--- config.mk ---
export PLATFORM = sky130hd
export DESIGN_NAME = wb_fir_ctrl_flat
export DESIGN_NICKNAME = d
export VERILOG_FILES = /design/src/rtl/wb_fir_ctrl_pkg.sv /design/src/rtl/wb_fir_ctrl_if.sv /design/src/rtl/wb_fir_ctrl_seq.sv /design/src/rtl/wb_fir_ctrl.sv /design/src/flat_wrapper.sv
export SDC_FILE = /design/constraint.sdc
export NUM_CORES = 1
export LEC_CHECK = 0
export CAP_MARGIN = 15
export CORE_MARGIN = 5
export CORE_UTILIZATION = 43
export DETAILED_ROUTE_END_ITERATION = 12
export PLACE_DENSITY = 0.87
export SLEW_MARGIN = 20
export SYNTH_ARGS = -nofsm -noshare
export SYNTH_HDL_FRONTEND = slang
export SYNTH_SLANG_ARGS = --single-unit
export TNS_END_PERCENT = 30
--- constraint.sdc ---
create_clock -name wb_clk_i -period 3.7 [get_ports wb_clk_i]
set_clock_uncertainty 0.1 [all_clocks]
set_input_delay 0.74 -clock wb_clk_i [delete_from_list [all_inputs] [get_ports wb_clk_i]]
set_output_delay 0.74 -clock wb_clk_i [all_outputs]
set_load 0.03 [all_outputs]
--- src/rtl/wb_fir_ctrl_pkg.sv ---
// wb_fir_ctrl_pkg: address map, FSM encodings and ap_ctrl layout for the FIR Wishbone front-end
package wb_fir_ctrl_pkg;
  localparam logic [7:0] BASE_HI_DEF = 8'h30;
  localparam logic [7:0] OFF_CTRL = 8'h00;
  localparam logic [7:0] OFF_LEN = 8'h10;
  localparam logic [7:0] OFF_TAP = 8'h40;
  localparam logic [7:0] OFF_IN = 8'h80;
  localparam logic [7:0] OFF_OUT = 8'h84;
  localparam logic [7:0] OFF_IN_RD = 8'h88;
  localparam int AP_START = 0;
  localparam int AP_DONE = 1;
  localparam int AP_IDLE = 2;
  typedef enum logic [1:0] {R_IDLE, R_RUN, R_DONE} run_state_e;
  typedef enum logic [1:0] {B_IDLE, B_ACK, B_TRD, B_FWD} bus_state_e;
  function automatic logic [31:0] ap_status(run_state_e s);
    ap_status = '0;
    ap_status[AP_START] = s == R_RUN;
    ap_status[AP_DONE] = s == R_DONE;
    ap_status[AP_IDLE] = s != R_RUN;
  endfunction
endpackage

--- src/rtl/wb_fir_ctrl_if.sv ---
// wb_fir_ctrl_if: Caravel Wishbone slave bus bundle
interface wb_fir_ctrl_if;
  logic        wbs_stb_i;
  logic        wbs_cyc_i;
  logic        wbs_we_i;
  logic [3:0]  wbs_sel_i;
  logic [31:0] wbs_dat_i;
  logic [31:0] wbs_adr_i;
  logic        wbs_ack_o;
  logic [31:0] wbs_dat_o;
  modport master (output wbs_stb_i, wbs_cyc_i, wbs_we_i, wbs_sel_i, wbs_dat_i, wbs_adr_i,
                  input wbs_ack_o, wbs_dat_o);
  modport slave (input wbs_stb_i, wbs_cyc_i, wbs_we_i, wbs_sel_i, wbs_dat_i, wbs_adr_i,
                 output wbs_ack_o, wbs_dat_o);
endinterface

--- src/rtl/wb_fir_ctrl_seq.sv ---
// wb_fir_ctrl_seq: FIR run sequencer counting stream handshakes from start to done
module wb_fir_ctrl_seq
  import wb_fir_ctrl_pkg::*;
(
  input  logic        wb_clk_i,
  input  logic        wb_rst_i,
  input  logic        start_i,
  input  logic        clr_i,
  input  logic        ss_hs_i,
  input  logic        sm_hs_i,
  input  logic [31:0] data_len_i,
  output run_state_e  state_o,
  output logic        ap_start_o
);
  run_state_e  state_q;
  logic [31:0] in_cnt_q;
  logic [31:0] out_cnt_q;
  logic        ap_start_q;
  // run FSM with saturating handshake counters; the last output handshake ends the run
  always_ff @(posedge wb_clk_i or posedge wb_rst_i) begin
    if (wb_rst_i) begin
      state_q    <= R_IDLE;
      in_cnt_q   <= '0;
      out_cnt_q  <= '0;
      ap_start_q <= 1'b0;
    end else begin
      ap_start_q <= 1'b0;
      case (state_q)
        R_IDLE: if (start_i && data_len_i != '0) begin
          state_q    <= R_RUN;
          ap_start_q <= 1'b1;
          in_cnt_q   <= '0;
          out_cnt_q  <= '0;
        end
        R_RUN: begin
          if (ss_hs_i && in_cnt_q < data_len_i) in_cnt_q <= in_cnt_q + 32'd1;
          if (sm_hs_i && out_cnt_q < data_len_i) out_cnt_q <= out_cnt_q + 32'd1;
          if (sm_hs_i && out_cnt_q == data_len_i - 32'd1) state_q <= R_DONE;
        end
        R_DONE: if (clr_i) state_q <= R_IDLE;
        default: state_q <= R_IDLE;
      endcase
    end
  end
  assign state_o = state_q;
  assign ap_start_o = ap_start_q;
endmodule

--- src/rtl/wb_fir_ctrl.sv ---
// wb_fir_ctrl: Wishbone decode, config registers, tap access and stream forwarding for the FIR
module wb_fir_ctrl
  import wb_fir_ctrl_pkg::*;
#(
  parameter int         pADDR_WIDTH = 12,
  parameter int         pDATA_WIDTH = 32,
  parameter int         Tape_Num = 11,
  parameter logic [7:0] BASE_HI = BASE_HI_DEF
) (
  input  logic                   wb_clk_i,
  input  logic                   wb_rst_i,
  wb_fir_ctrl_if.slave           wb,
  output logic                   fwd_stb_o,
  output logic                   fwd_out_o,
  input  logic                   fwd_ack_i,
  input  logic [pDATA_WIDTH-1:0] fwd_dat_i,
  output logic                   tap_we_o,
  output logic                   tap_re_o,
  output logic [pADDR_WIDTH-1:0] tap_addr_o,
  output logic [pDATA_WIDTH-1:0] tap_wdata_o,
  input  logic [pDATA_WIDTH-1:0] tap_rdata_i,
  output logic [pDATA_WIDTH-1:0] data_len_o,
  input  logic                   ss_hs_i,
  input  logic                   sm_hs_i,
  output logic                   ap_start_o
);
  localparam logic [7:0] TAP_LAST = OFF_TAP + 8'(4 * (Tape_Num - 1));
  bus_state_e  bus_q;
  run_state_e  run_st;
  logic [31:0] dat_q;
  logic [31:0] data_len_q;
  logic        fwd_out_q;
  logic        clr_q;
  logic [7:0]  off;
  logic        req, run, is_tap, is_fwd, new_req, wr, rd, start;
  logic [31:0] rd_val;
  logic        unused;
  assign off = wb.wbs_adr_i[7:0];
  assign req = wb.wbs_stb_i && wb.wbs_cyc_i && wb.wbs_adr_i[31:24] == BASE_HI;
  assign run = run_st == R_RUN;
  assign is_tap = off >= OFF_TAP && off <= TAP_LAST;
  assign is_fwd = off == OFF_IN_RD || (run && (off == OFF_IN || off == OFF_OUT));
  assign new_req = bus_q == B_IDLE && req;
  assign wr = new_req && wb.wbs_we_i && !is_fwd;
  assign rd = new_req && !wb.wbs_we_i && !is_fwd;
  assign start = wr && off == OFF_CTRL && wb.wbs_dat_i[AP_START];
  assign rd_val = off == OFF_CTRL ? ap_status(run_st) : off == OFF_LEN ? data_len_q : '0;
  assign tap_we_o = wr && is_tap && !run;
  assign tap_re_o = rd && is_tap && !run;
  assign tap_addr_o = pADDR_WIDTH'(off - OFF_TAP);
  assign tap_wdata_o = wb.wbs_dat_i;
  assign data_len_o = data_len_q;
  assign fwd_stb_o = bus_q == B_FWD;
  assign fwd_out_o = fwd_out_q;
  assign wb.wbs_ack_o = bus_q == B_FWD ? fwd_ack_i : bus_q == B_ACK;
  assign wb.wbs_dat_o = bus_q == B_FWD ? (fwd_ack_i ? fwd_dat_i : '0) : (bus_q == B_ACK ? dat_q : '0);
  assign unused = ^{wb.wbs_sel_i, wb.wbs_adr_i[23:8]};
  // bus FSM: captures read data at the request so a racing run transition shows its prior state
  always_ff @(posedge wb_clk_i or posedge wb_rst_i) begin
    if (wb_rst_i) begin
      bus_q      <= B_IDLE;
      dat_q      <= '0;
      data_len_q <= '0;
      fwd_out_q  <= 1'b0;
      clr_q      <= 1'b0;
    end else begin
      case (bus_q)
        B_IDLE: if (req) begin
          fwd_out_q <= off == OFF_OUT;
          clr_q     <= !wb.wbs_we_i && off == OFF_CTRL && run_st == R_DONE;
          dat_q     <= wb.wbs_we_i ? '0 : rd_val;
          if (wr && off == OFF_LEN && !run) data_len_q <= wb.wbs_dat_i;
          bus_q     <= is_fwd ? B_FWD : tap_re_o ? B_TRD : B_ACK;
        end
        B_TRD: begin
          dat_q <= tap_rdata_i;
          bus_q <= B_ACK;
        end
        B_ACK: begin
          clr_q <= 1'b0;
          bus_q <= B_IDLE;
        end
        B_FWD: if (fwd_ack_i) bus_q <= B_IDLE;
        default: bus_q <= B_IDLE;
      endcase
    end
  end
  wb_fir_ctrl_seq u_seq (
    .wb_clk_i   (wb_clk_i),
    .wb_rst_i   (wb_rst_i),
    .start_i    (start),
    .clr_i      (bus_q == B_ACK && clr_q),
    .ss_hs_i    (ss_hs_i),
    .sm_hs_i    (sm_hs_i),
    .data_len_i (data_len_q),
    .state_o    (run_st),
    .ap_start_o (ap_start_o)
  );
endmodule
--- src/flat_wrapper.sv ---
// flat-port wrapper written by rule: the top's interface ports become plain ports
module wb_fir_ctrl_flat import wb_fir_ctrl_pkg::*;
#(
  parameter int         pADDR_WIDTH = 12,
  parameter int         pDATA_WIDTH = 32,
  parameter int         Tape_Num = 11,
  parameter logic [7:0] BASE_HI = BASE_HI_DEF
)
  (wb_clk_i, wb_rst_i, fwd_stb_o, fwd_out_o, fwd_ack_i, fwd_dat_i, tap_we_o, tap_re_o, tap_addr_o, tap_wdata_o, tap_rdata_i, data_len_o, ss_hs_i, sm_hs_i, ap_start_o, wb_wbs_stb_i, wb_wbs_cyc_i, wb_wbs_we_i, wb_wbs_sel_i, wb_wbs_dat_i, wb_wbs_adr_i, wb_wbs_ack_o, wb_wbs_dat_o);
  wb_fir_ctrl_if wb_i ();
  input  logic wb_clk_i;
  input  logic wb_rst_i;
  output logic fwd_stb_o;
  output logic fwd_out_o;
  input  logic fwd_ack_i;
  input  logic [pDATA_WIDTH-1:0] fwd_dat_i;
  output logic tap_we_o;
  output logic tap_re_o;
  output logic [pADDR_WIDTH-1:0] tap_addr_o;
  output logic [pDATA_WIDTH-1:0] tap_wdata_o;
  input  logic [pDATA_WIDTH-1:0] tap_rdata_i;
  output logic [pDATA_WIDTH-1:0] data_len_o;
  input  logic ss_hs_i;
  input  logic sm_hs_i;
  output logic ap_start_o;
  input wire logic [$bits(wb_i.wbs_stb_i)-1:0] wb_wbs_stb_i;
  input wire logic [$bits(wb_i.wbs_cyc_i)-1:0] wb_wbs_cyc_i;
  input wire logic [$bits(wb_i.wbs_we_i)-1:0] wb_wbs_we_i;
  input wire logic [$bits(wb_i.wbs_sel_i)-1:0] wb_wbs_sel_i;
  input wire logic [$bits(wb_i.wbs_dat_i)-1:0] wb_wbs_dat_i;
  input wire logic [$bits(wb_i.wbs_adr_i)-1:0] wb_wbs_adr_i;
  output wire logic [$bits(wb_i.wbs_ack_o)-1:0] wb_wbs_ack_o;
  output wire logic [$bits(wb_i.wbs_dat_o)-1:0] wb_wbs_dat_o;
  assign wb_i.wbs_stb_i = wb_wbs_stb_i;
  assign wb_i.wbs_cyc_i = wb_wbs_cyc_i;
  assign wb_i.wbs_we_i = wb_wbs_we_i;
  assign wb_i.wbs_sel_i = wb_wbs_sel_i;
  assign wb_i.wbs_dat_i = wb_wbs_dat_i;
  assign wb_i.wbs_adr_i = wb_wbs_adr_i;
  assign wb_wbs_ack_o = wb_i.wbs_ack_o;
  assign wb_wbs_dat_o = wb_i.wbs_dat_o;
  wb_fir_ctrl #(.pADDR_WIDTH(pADDR_WIDTH), .pDATA_WIDTH(pDATA_WIDTH), .Tape_Num(Tape_Num), .BASE_HI(BASE_HI)) u_core (.wb_clk_i(wb_clk_i), .wb_rst_i(wb_rst_i), .wb(wb_i), .fwd_stb_o(fwd_stb_o), .fwd_out_o(fwd_out_o), .fwd_ack_i(fwd_ack_i), .fwd_dat_i(fwd_dat_i), .tap_we_o(tap_we_o), .tap_re_o(tap_re_o), .tap_addr_o(tap_addr_o), .tap_wdata_o(tap_wdata_o), .tap_rdata_i(tap_rdata_i), .data_len_o(data_len_o), .ss_hs_i(ss_hs_i), .sm_hs_i(sm_hs_i), .ap_start_o(ap_start_o));
endmodule
=== Word-level counts from Yosys, hierarchy flattened ===
Index checks and enable logic that the tools add are counted.
Widths: inputs -> output; s select.

* Output and inout bits: 114
* Register bits: 103
* Word-level logic and storage cells: 99
* Bits of input ports: 140

* Magnitude comparators: 3
* Add/subtract/negate cells: 3
* Reductions and logical operators: 42
* Muxes and demuxes: 25
* Eq/ne operators: 18

{| class="wikitable"
|+ Operators by type and width
! kind !! number
|-
| $mux 32 || 9
|-
| $pmux 32 s2 || 2
|-
| $add 32x1->32 const B || 1
|-
| $eq 32x32->1 || 1
|-
| $lt 32x32->1 || 1
|-
| $reduce_bool 32->1 || 1
|-
| $sub 32x1->32 const B || 1
|-
| $eq 8x8->1 const B || 3
|-
| $logic_and 1x1->1 || 23
|-
| $mux 2 || 7
|-
| $reduce_and 3->1 || 3
|-
| $sub 8x7->9 const B || 1
|-
| $eq 8x5->1 const B || 1
|-
| $eq 8x6->1 const B || 1
|-
| $ge 8x7->1 const B || 1
|-
| $le 8x7->1 const B || 1
|-
| $logic_not 8->1 || 1
|-
| $ne 2x2->1 const B || 4
|-
| $pmux 2 s4 || 1
|-
| $reduce_and 2->1 || 4
|-
| $eq 2x2->1 const B || 3
|-
| $ne 2x1->1 const B || 3
|-
| $pmux 2 s3 || 1
|-
| $reduce_bool 2->1 || 3
|-
| other kinds (6) || 14
|}

=== Longest topological paths before layout ===
Gate-level depths: netlist (run 1).

* Depth in word-level cells: 12
* Mapped depth: 13
* Mapped depth without buffers: 10

=== Modules after synthesis ===
Synthesis (run 1) repeated with hierarchy kept, for this count alone.

* Cells, all modules: 817
* Area total of the unflattened synthesis: 7493.4 µm²

{| class="wikitable"
|+ Modules (own cells, without submodules)
! module !! sequential area each (µm²) !! cells an instance !! times used !! area an instance (µm²)
|-
| wb_fir_ctrl || 1701.6 || 362 || 1 || 3870.0
|-
| wb_fir_ctrl_seq || 875.8 || 455 || 1 || 3623.5
|}

=== Least setup slack after synthesis (run 1) ===
Ideal clock, no wire load.

* Kind: reg-to-reg
* Start: register u_core.data_len_q[0] (netlist: u_core.data_len_o[0])
* End: register u_core.u_seq.state_q[0] (netlist: u_core.u_seq.state_o[0])
* Setup time: 0.129 ns
* Cell stages (with the launch flop): 11
* Clock period less this slack: 3.275 ns
* Required time: 3.471 ns
* Buffers on the path: 0
* Arrival time: 3.046 ns
* Setup slack: 0.425 ns
* Path through: dfrtp_1 > inv_1 > ha_1 > xnor2_1 > a2111o_1 > nor4b_2 > nand4_1 > or4_1 > or4_1 > nor4_1 > o21bai_1

* Cells in the longest elaborated chain, start to end: 5
* Elaborated cells on any way between the ends: 8
* Classes of those cells: add/sub (1); eq/ne (3); reduce/logical (4)

{| class="wikitable"
|+ RTL lines
! element !! line !! RTL
|-
| from (decl) || wb_fir_ctrl.sv:31 || <nowiki>logic [31:0] data_len_q;</nowiki>
|-
| from (signal assigned) || wb_fir_ctrl.sv:72 || <nowiki>if (wr && off == OFF_LEN && !run) data_len_q <= wb.wbs_dat_i;</nowiki>
|-
| $sub 32x1->32 || wb_fir_ctrl_seq.sv:38 || <nowiki>if (sm_hs_i && out_cnt_q == data_len_i - 32'd1) state_q <= R_DONE;</nowiki>
|-
| $eq 32x32->1 || wb_fir_ctrl_seq.sv:38 ||
|-
| $logic_and 1x1->1 || wb_fir_ctrl_seq.sv:38 ||
|-
| $ne 2x2->1 (no line) || -- ||
|-
| $reduce_and 3->1 (no line) * || -- ||
|-
| to (signal assigned) || wb_fir_ctrl_seq.sv:38 ||
|-
| to (signal assigned) || wb_fir_ctrl_seq.sv:40 || <nowiki>R_DONE: if (clr_i) state_q <= R_IDLE;</nowiki>
|-
| to (signal assigned) || wb_fir_ctrl_seq.sv:41 || <nowiki>default: state_q <= R_IDLE;</nowiki>
|-
| to (decl) || wb_fir_ctrl_seq.sv:15 || <nowiki>run_state_e state_q;</nowiki>
|}

Mark *: on every way between the ends. The rest lies on a longest branch, timed or not.
A chain may end at the register's enable or synchronous reset.

=== Worst setup path in the final report (run 1) ===
* Start: input wb_wbs_stb_i
* End: output tap_re_o

* Cells in the longest elaborated chain, start to end: 7

{| class="wikitable"
|+ RTL lines
! element !! line !! RTL
|-
| from (decl) || flat_wrapper.sv:26 || <nowiki>input wire logic [$bits(wb_i.wbs_stb_i)-1:0] wb_wbs_stb_i;</nowiki>
|-
| $logic_and 1x1->1 (2 in series) || wb_fir_ctrl.sv:39 || <nowiki>assign req = wb.wbs_stb_i && wb.wbs_cyc_i && wb.wbs_adr_i[31:24] == BASE_HI;</nowiki>
|-
| $logic_and 1x1->1 || wb_fir_ctrl.sv:43 || <nowiki>assign new_req = bus_q == B_IDLE && req;</nowiki>
|-
| $logic_and 1x1->1 (2 in series) || wb_fir_ctrl.sv:45 || <nowiki>assign rd = new_req && !wb.wbs_we_i && !is_fwd;</nowiki>
|-
| $logic_and 1x1->1 (2 in series) || wb_fir_ctrl.sv:49 || <nowiki>assign tap_re_o = rd && is_tap && !run;</nowiki>
|-
| to (decl) || flat_wrapper.sv:18 || <nowiki>output logic tap_re_o;</nowiki>
|}

Every way passes these cells.

==> results.sh, run 1 <==
export IMPL_first_iter_violations=799
export IMPL_grt_pass1_vias=7385
export IMPL_diodes=0
export IMPL_busiest_layer="met2"
export IMPL_cts_buffers=9
export IMPL_ir_drop_mv=0.1986
export IMPL_met2_usage=0.4172
export IMPL_cellPowerDensity_nw_per_um2=239.6
export IMPL_dpl_instance_area_sq_um=9932
export IMPL_grt_usage=0.2427
export IMPL_final_area_sq_um=10240
export IMPL_grt_met1_usage=0.3084
export IMPL_hold_buffers=0
export IMPL_synthFlopType="dfrtp_1"
export IMPL_cts_root_buf="clkbuf_16"
export IMPL_cts_sinks=103
export IMPL_setup_worst_path_end_class="output pin"
export IMPL_multi_input_area_sq_um=4407
export IMPL_synthArstFlopShare=1.000
export IMPL_yosys_warnings=0
export IMPL_drt_vias_per_instance=6.060
export IMPL_setup_viol=0
export IMPL_crit_path_cell_trace="clkdlybuf4s50_1 -> nor4bb_1 -> nand4_1 -> buf_4 -> nor2_2 -> o211ai_1 -> a221o_1 -> nor2_2 -> buf_4"
export IMPL_vias=7781
export IMPL_required_ns=2.86
export IMPL_cp_slowest_cell="clkdlybuf4s50_1"
export IMPL_hpwl_um=20010
export IMPL_syn_area_sq_um=7707
export IMPL_antenna_found_initial=0
export IMPL_final_util=0.5762
export IMPL_routed_wl_um=26100
export IMPL_status="completed"
export IMPL_timing_fmax_mhz=281.3
export IMPL_grt_max_degree=65
export IMPL_total_power_uw=2454
export IMPL_slew_viol_final=0
export IMPL_max_cap_viol_count=0
export IMPL_slew_headroom=0.3498
export IMPL_holdCritPathClass="register to register"
export IMPL_synth_fp_nets=1058
export IMPL_worst_pin_slew_ns=0.9754
export IMPL_io_pins=254
export IMPL_netlist_instances=880
export IMPL_die_w_um=143.9
export IMPL_htreeDepth=3
export IMPL_period_minus_slack_ns=3.556
export IMPL_crit_fanout=3
export IMPL_ys_seq_area_frac=0.3344
export IMPL_drive_gt1_frac=0.1014
export IMPL_clk_pin_slew_ns=0.07
export IMPL_syn2layout_area_growth_pct=32.92
export IMPL_core_rowCount=49
export IMPL_dieArea_sq_um=20700
export IMPL_synth_cell_types=68
export IMPL_grt_pass1_wl_um=39740
export IMPL_synth_area_per_cell_sq_um=8.758
export IMPL_globalplace_congestion=0.9418
export IMPL_layout_worst_path_cycle_share=0.9610
export IMPL_cts_tree="built"
export IMPL_io_buffers=232
export IMPL_max_stage_delay_ns=0.47
export IMPL_drt_pass1_iterations=5
export IMPL_worstSetupPathType="input pin to output pin"
export IMPL_synth_edf_count=0
export IMPL_critPathLaunchType="input pin"
export IMPL_cp_arrival_ns=2.72
export IMPL_final_antenna_net_count=0
export IMPL_p_leak_uw=0.004508
export IMPL_gr_total_overflow=0
export IMPL_drcViolationCount=0
export IMPL_die_h_um=143.9
export IMPL_hold_slack_ns=0.4074
export IMPL_clock_latency_ns=0.36
export IMPL_fillers=1487
export IMPL_rsz0062_at_grt="false"
export IMPL_regArea_sq_um=2577
export IMPL_hold_viol=0
export IMPL_nets=1228
export IMPL_grt_util_met3=0.03561
export IMPL_start_util=0.4335
export IMPL_synth_seq_cells=103
export IMPL_placeableCoreArea_sq_um=17780
export IMPL_clockBufferDepth=2
export IMPL_avgRoutedWirePerCell_um=20.33
## worst max-delay path, delay by kind of cell
family          cells  cell delay (ns)
buf+inv             3             0.83
simple gates        4             0.71
compound gates      2             0.44
## layer usage
layer | share of wire | wire, um | up-vias
met4 | 0.027 | 712 | 0
met2 | 0.50 | 12960 | 391
met5 | 0 | 0 | -
met1 | 0.39 | 10190 | 3735
met3 | 0.086 | 2245 | 60
li1 | - | - | 3595
## synthesized netlist by cell type (17+ instances only)
cell        n  area share
xor2_1     19       0.022
nand4_1    29       0.024
dfrtp_1   103        0.33
nor4_1     28       0.023
nor3_1     17       0.011
mux2i_1    17       0.022
a221o_1    31       0.040
xnor2_1    19       0.022
nand3_1    30       0.019
nor2_1     28       0.014
ha_1       38       0.062
clkbuf_1   45       0.022
o21ai_0    47       0.031
inv_1      47       0.023
buf_4      42       0.041
nand2_1    87       0.042
and3_1     39       0.032
a22o_1     32       0.036
## placed cells by master (no fill, tap or decap), types with 12 or more instances in the layout
cell / instances
nand3_1: 30
nor3_1: 16
a221o_1: 31
o41ai_1: 12
xnor2_1: 19
nor2_1: 25
inv_1: 46
ha_1: 38
xor2_1: 19
mux2i_1: 17
nand2_1: 87
a22o_1: 32
buf_4: 59
clkdlybuf4s50_1: 197
nand2b_1: 12
a21oi_1: 16
o21ai_0: 47
nor4_1: 28
nand4_1: 29
and3_1: 39
dfrtp_1: 103
## metrics by stage
step	setup WS, ns	cells	setup TNS [ns]
final	0.1444	1284	0
after global routing	0.02332	1284	0
after global placement	0.05206	1267	0
after detailed placement	-0.01221	1267	-0.01221
after floorplan	0.1562	880	0
after CTS	0.04824	1283	0
## logic make-up (layout without fill, tap and decap cells)
family / Yosys count / in the layout / synth area share
flops: 103 / 103 / 0.3344
buf+inv: 148 / 323 / 0.09708
mux: 17 / 17 / 0.02208
fa+ha+maj: 38 / 38 / 0.06169
xor+xnor: 38 / 38 / 0.04318
simple gates: 340 / 340 / 0.2505
compound gates: 196 / 196 / 0.1911
## flip-flops by register name (all words and copies together) (netlist names)
name                     count
u_core.dat_q                32
u_core.clr_q                 1
u_core.u_seq.state_o         2
u_core.u_seq.out_cnt_q      32
u_core.data_len_o           32
u_core.u_seq.ap_start_o      1
u_core.bus_q                 2
u_core.fwd_out_o             1
## cell type report
cell class                 instances  area share
clock buffer                      12     0.02406
clock inverter                     4    0.005252
inverter                          47     0.01746
multi-input combinational        629      0.4301
sequential                       103      0.2516
tap                              229     0.02797
timing repair buffer             260      0.2435
## repair_timing
action,CTS,global route
cloned,0,0
buffers inserted,0,1
pin swaps,1,1
resized for setup,1,1
setup endpoints to repair,1,1
endpoints found under the hold margin,0,0
## where the power goes
part           internal [uW]  switching [uW]
combinational            179             139
clock                    546             434
sequential              1140            11.6
## final timing paths
check / from / endpoint / slack (ns) / depth (start not counted)
max: wb_wbs_stb_i / tap_re_o / 0.14 / 9
min: u_core.fwd_out_o / u_core.fwd_out_o / 0.41 / 2
max reg2reg: u_core.data_len_o[2] / u_core.u_seq.state_o[0] / 0.27 / 8
min reg2reg: u_core.fwd_out_o / u_core.fwd_out_o / 0.41 / 2
max in group asynchronous: wb_rst_i / u_core.u_seq.out_cnt_q[13] / 2.06 / 3
min in group asynchronous: wb_rst_i / u_core.dat_q[11] / 0.70 / 2
Power figures use the tool's default switching activity.
==> run 2: changes to the inputs <==
CORE_UTILIZATION = 51   (was 43)
PLACE_DENSITY = 0.95   (was 0.87)
clock period = 4.6 ns   (was 3.7 ns; I/O delays follow)
==> run 2 against run 1 <==
Net effect: non-clock buffer count shrank 14; combinational power shrank 20%; final cell count shrank 4.3%; worst hold slack lost 0.0058 ns; sequential share of layout area grew 0.25 points; sequential power shrank 20%; count of clock-buffer cells in the layout shrank 1; worst setup slack gained 0.11 ns; total power shrank 20%; final area shrank 1.0%; critical path type unchanged; highest routed layer unchanged.
==> results.sh, run 2 (same netlist as run 1, synthesis figures left out) <==
export IMPL_status="completed"
export IMPL_diodes=0
export IMPL_cts_root_buf="clkbuf_16"
export IMPL_syn2layout_area_growth_pct=31.59
export IMPL_place_ws_ns=0.2311
export IMPL_grt_usage=0.2806
export IMPL_final_common_cell="clkdlybuf4s50_1"
export IMPL_final_util=0.6747
export IMPL_holdCritPathClass="register to register"
export IMPL_max_cap_viol_count=0
export IMPL_drcViolationCount=0
export IMPL_worst_pin_slew_ns=1.036
export IMPL_ir_drop_mv=0.1664
export IMPL_globalplace_congestion=1.012
export IMPL_period_minus_slack_ns=4.348
export IMPL_setup_viol=0
export IMPL_cts_setup_buffers=0
export IMPL_p_sw_uw=474.2
export IMPL_io_buffers=232
export IMPL_comb_power_share=0.130
export IMPL_tns_ns=0
export IMPL_hold_slack_ns=0.4017
export IMPL_dieArea_sq_um=17670
export IMPL_crit_family="buffers and inverters"
export IMPL_placeableCoreArea_sq_um=15030
export IMPL_timing_rr_start="u_core.data_len_o[1]"
export IMPL_cellPowerDensity_nw_per_um2=194.8
export IMPL_netSwitchingFraction=0.2400
export IMPL_crit_path_cell_trace="clkdlybuf4s50_1 -> nor4_1 -> nand4_1 -> nor2_1 -> o211ai_1 -> a221o_1 -> nor2_1 -> clkdlybuf4s50_1"
export IMPL_worstSetupPathType="input pin to output pin"
export IMPL_required_ns=3.58
export IMPL_p_seq_frac=0.470
export IMPL_hold_buffers=0
export IMPL_core_rowCount=45
export IMPL_timing_fmax_mhz=230.0
export IMPL_first_iter_violations=668
export IMPL_htreeDepth=3
export IMPL_max_stage_delay_ns=0.68
export IMPL_grt_pass1_wl_um=40160
export IMPL_avgRoutedWirePerCell_um=20.85
export IMPL_die_w_um=132.9
export IMPL_clk_pin_slew_ns=0.07
export IMPL_drt_pass1_iterations=5
export IMPL_start_util=0.5127
export IMPL_min_to="u_core.fwd_out_o"
export IMPL_cts_tree="built"
export IMPL_grt_pass1_vias=7589
export IMPL_cp_slowest_cell="clkdlybuf4s50_1"
export IMPL_slew_headroom=0.3097
export IMPL_clkPwrFrac=0.400
export IMPL_hpwl_um=19390
export IMPL_whs_path_depth=2
export IMPL_nets=1214
export IMPL_cp_arrival_ns=3.33
export IMPL_r2r_slack_ns=0.82
export IMPL_layout_worst_path_cycle_share=0.9453
export IMPL_vias=7811
export IMPL_final_antenna_net_count=0
export IMPL_die_h_um=132.9
export IMPL_cts_resized=0
export IMPL_antenna_found_initial=0
export IMPL_slew_viol_final=0
export IMPL_routed_wl_um=25630
export IMPL_hold_viol=0
export IMPL_cts_sinks=103
export IMPL_layout_setup_ws_ns=0.2517
export IMPL_clockBufferDepth=2
export IMPL_io_pins=254
export IMPL_cts_buffers=9
export IMPL_internal_power_uw=1501
export IMPL_grt_max_degree=65
export IMPL_crit_buf_inv=2
export IMPL_drive_gt1_frac=0.05572
export IMPL_r2r_end="u_core.u_seq.state_o[0]"
export IMPL_critPathLaunchType="input pin"
export IMPL_clock_latency_ns=0.36
export IMPL_reg2reg_depth=10
export IMPL_crit_fanout=3
export IMPL_gr_total_overflow=0
export IMPL_min_delay_start="u_core.fwd_out_o"
export IMPL_setup_worst_path_end_class="output pin"
export IMPL_final_cell_mix="clkdlybuf4s50_1, dfrtp_1, nand2_1"
export IMPL_drt_vias_per_instance=6.356
export IMPL_rsz0062_at_grt="false"
export IMPL_p_leak_uw=0.004374
==> run 2: how the worst max path moves through the flow <==
stage | startpoint | endpoint | slack (ns) | cells past startpoint
floorplan | wb_rst_i | u_core.bus_q[0] | 0.88 | 1
global placement | wb_wbs_stb_i | tap_we_o | 0.28 | 8
detailed placement | wb_wbs_adr_i[25] | tap_we_o | 0.23 | 8
CTS | wb_wbs_adr_i[25] | tap_we_o | 0.22 | 8
global route | wb_wbs_adr_i[25] | tap_we_o | 0.11 | 8
finish | wb_wbs_adr_i[25] | tap_we_o | 0.25 | 8
==> run 2: through the flow <==
stage                     total power [uW]  cell area, sq um  cells
after global routing                  2034             10140   1229
after CTS                             1985             10140   1229
final                                 1976             10140   1229
after floorplan                       1058              7707    880
after detailed placement              1202              9843   1213
after global placement                1197              9843   1213
==> run 2: layout make-up <==
cell class | instances | area (sq um)
flip-flops and latches | 103 | 2577
repair buffers | 246 | 2450
well taps | 188 | 235.2
fillers | 1140 | 4891
inverters | 47 | 178.9
clock buffers | 11 | 242.7
clock inverters | 5 | 56.30
multi-input cells | 629 | 4402
==> run 2: power by group through the flow <==
stage	combinational, uW	clock [uW]	sequential (uW)
3_5_place_dp	256	0	945
5_1_grt	271	834	929
3_3_place_gp	252	0	945
6_report	256	791	929
4_1_cts	258	799	928
2_1_floorplan	115	0	942
==> run 2: per-layer routing <==
layer | part of all wire | vias to the layer above | global-route usage
li1 | - | 3558 | -
met1 | 0.38 | 3756 | 0.3442
met2 | 0.49 | 417 | 0.4670
met3 | 0.087 | 80 | 0.05970
met4 | 0.041 | 0 | 0.1403
met5 | 0 | - | 0
==> run 2: worst reg2reg max path: cells and delay by family, from the launching register on <==
kind	cells	cell delay, ns
compound gates	1	0.10
fa+ha+maj	1	0.42
buf+inv	1	0.23
flops	1	0.51
simple gates	7	2.29
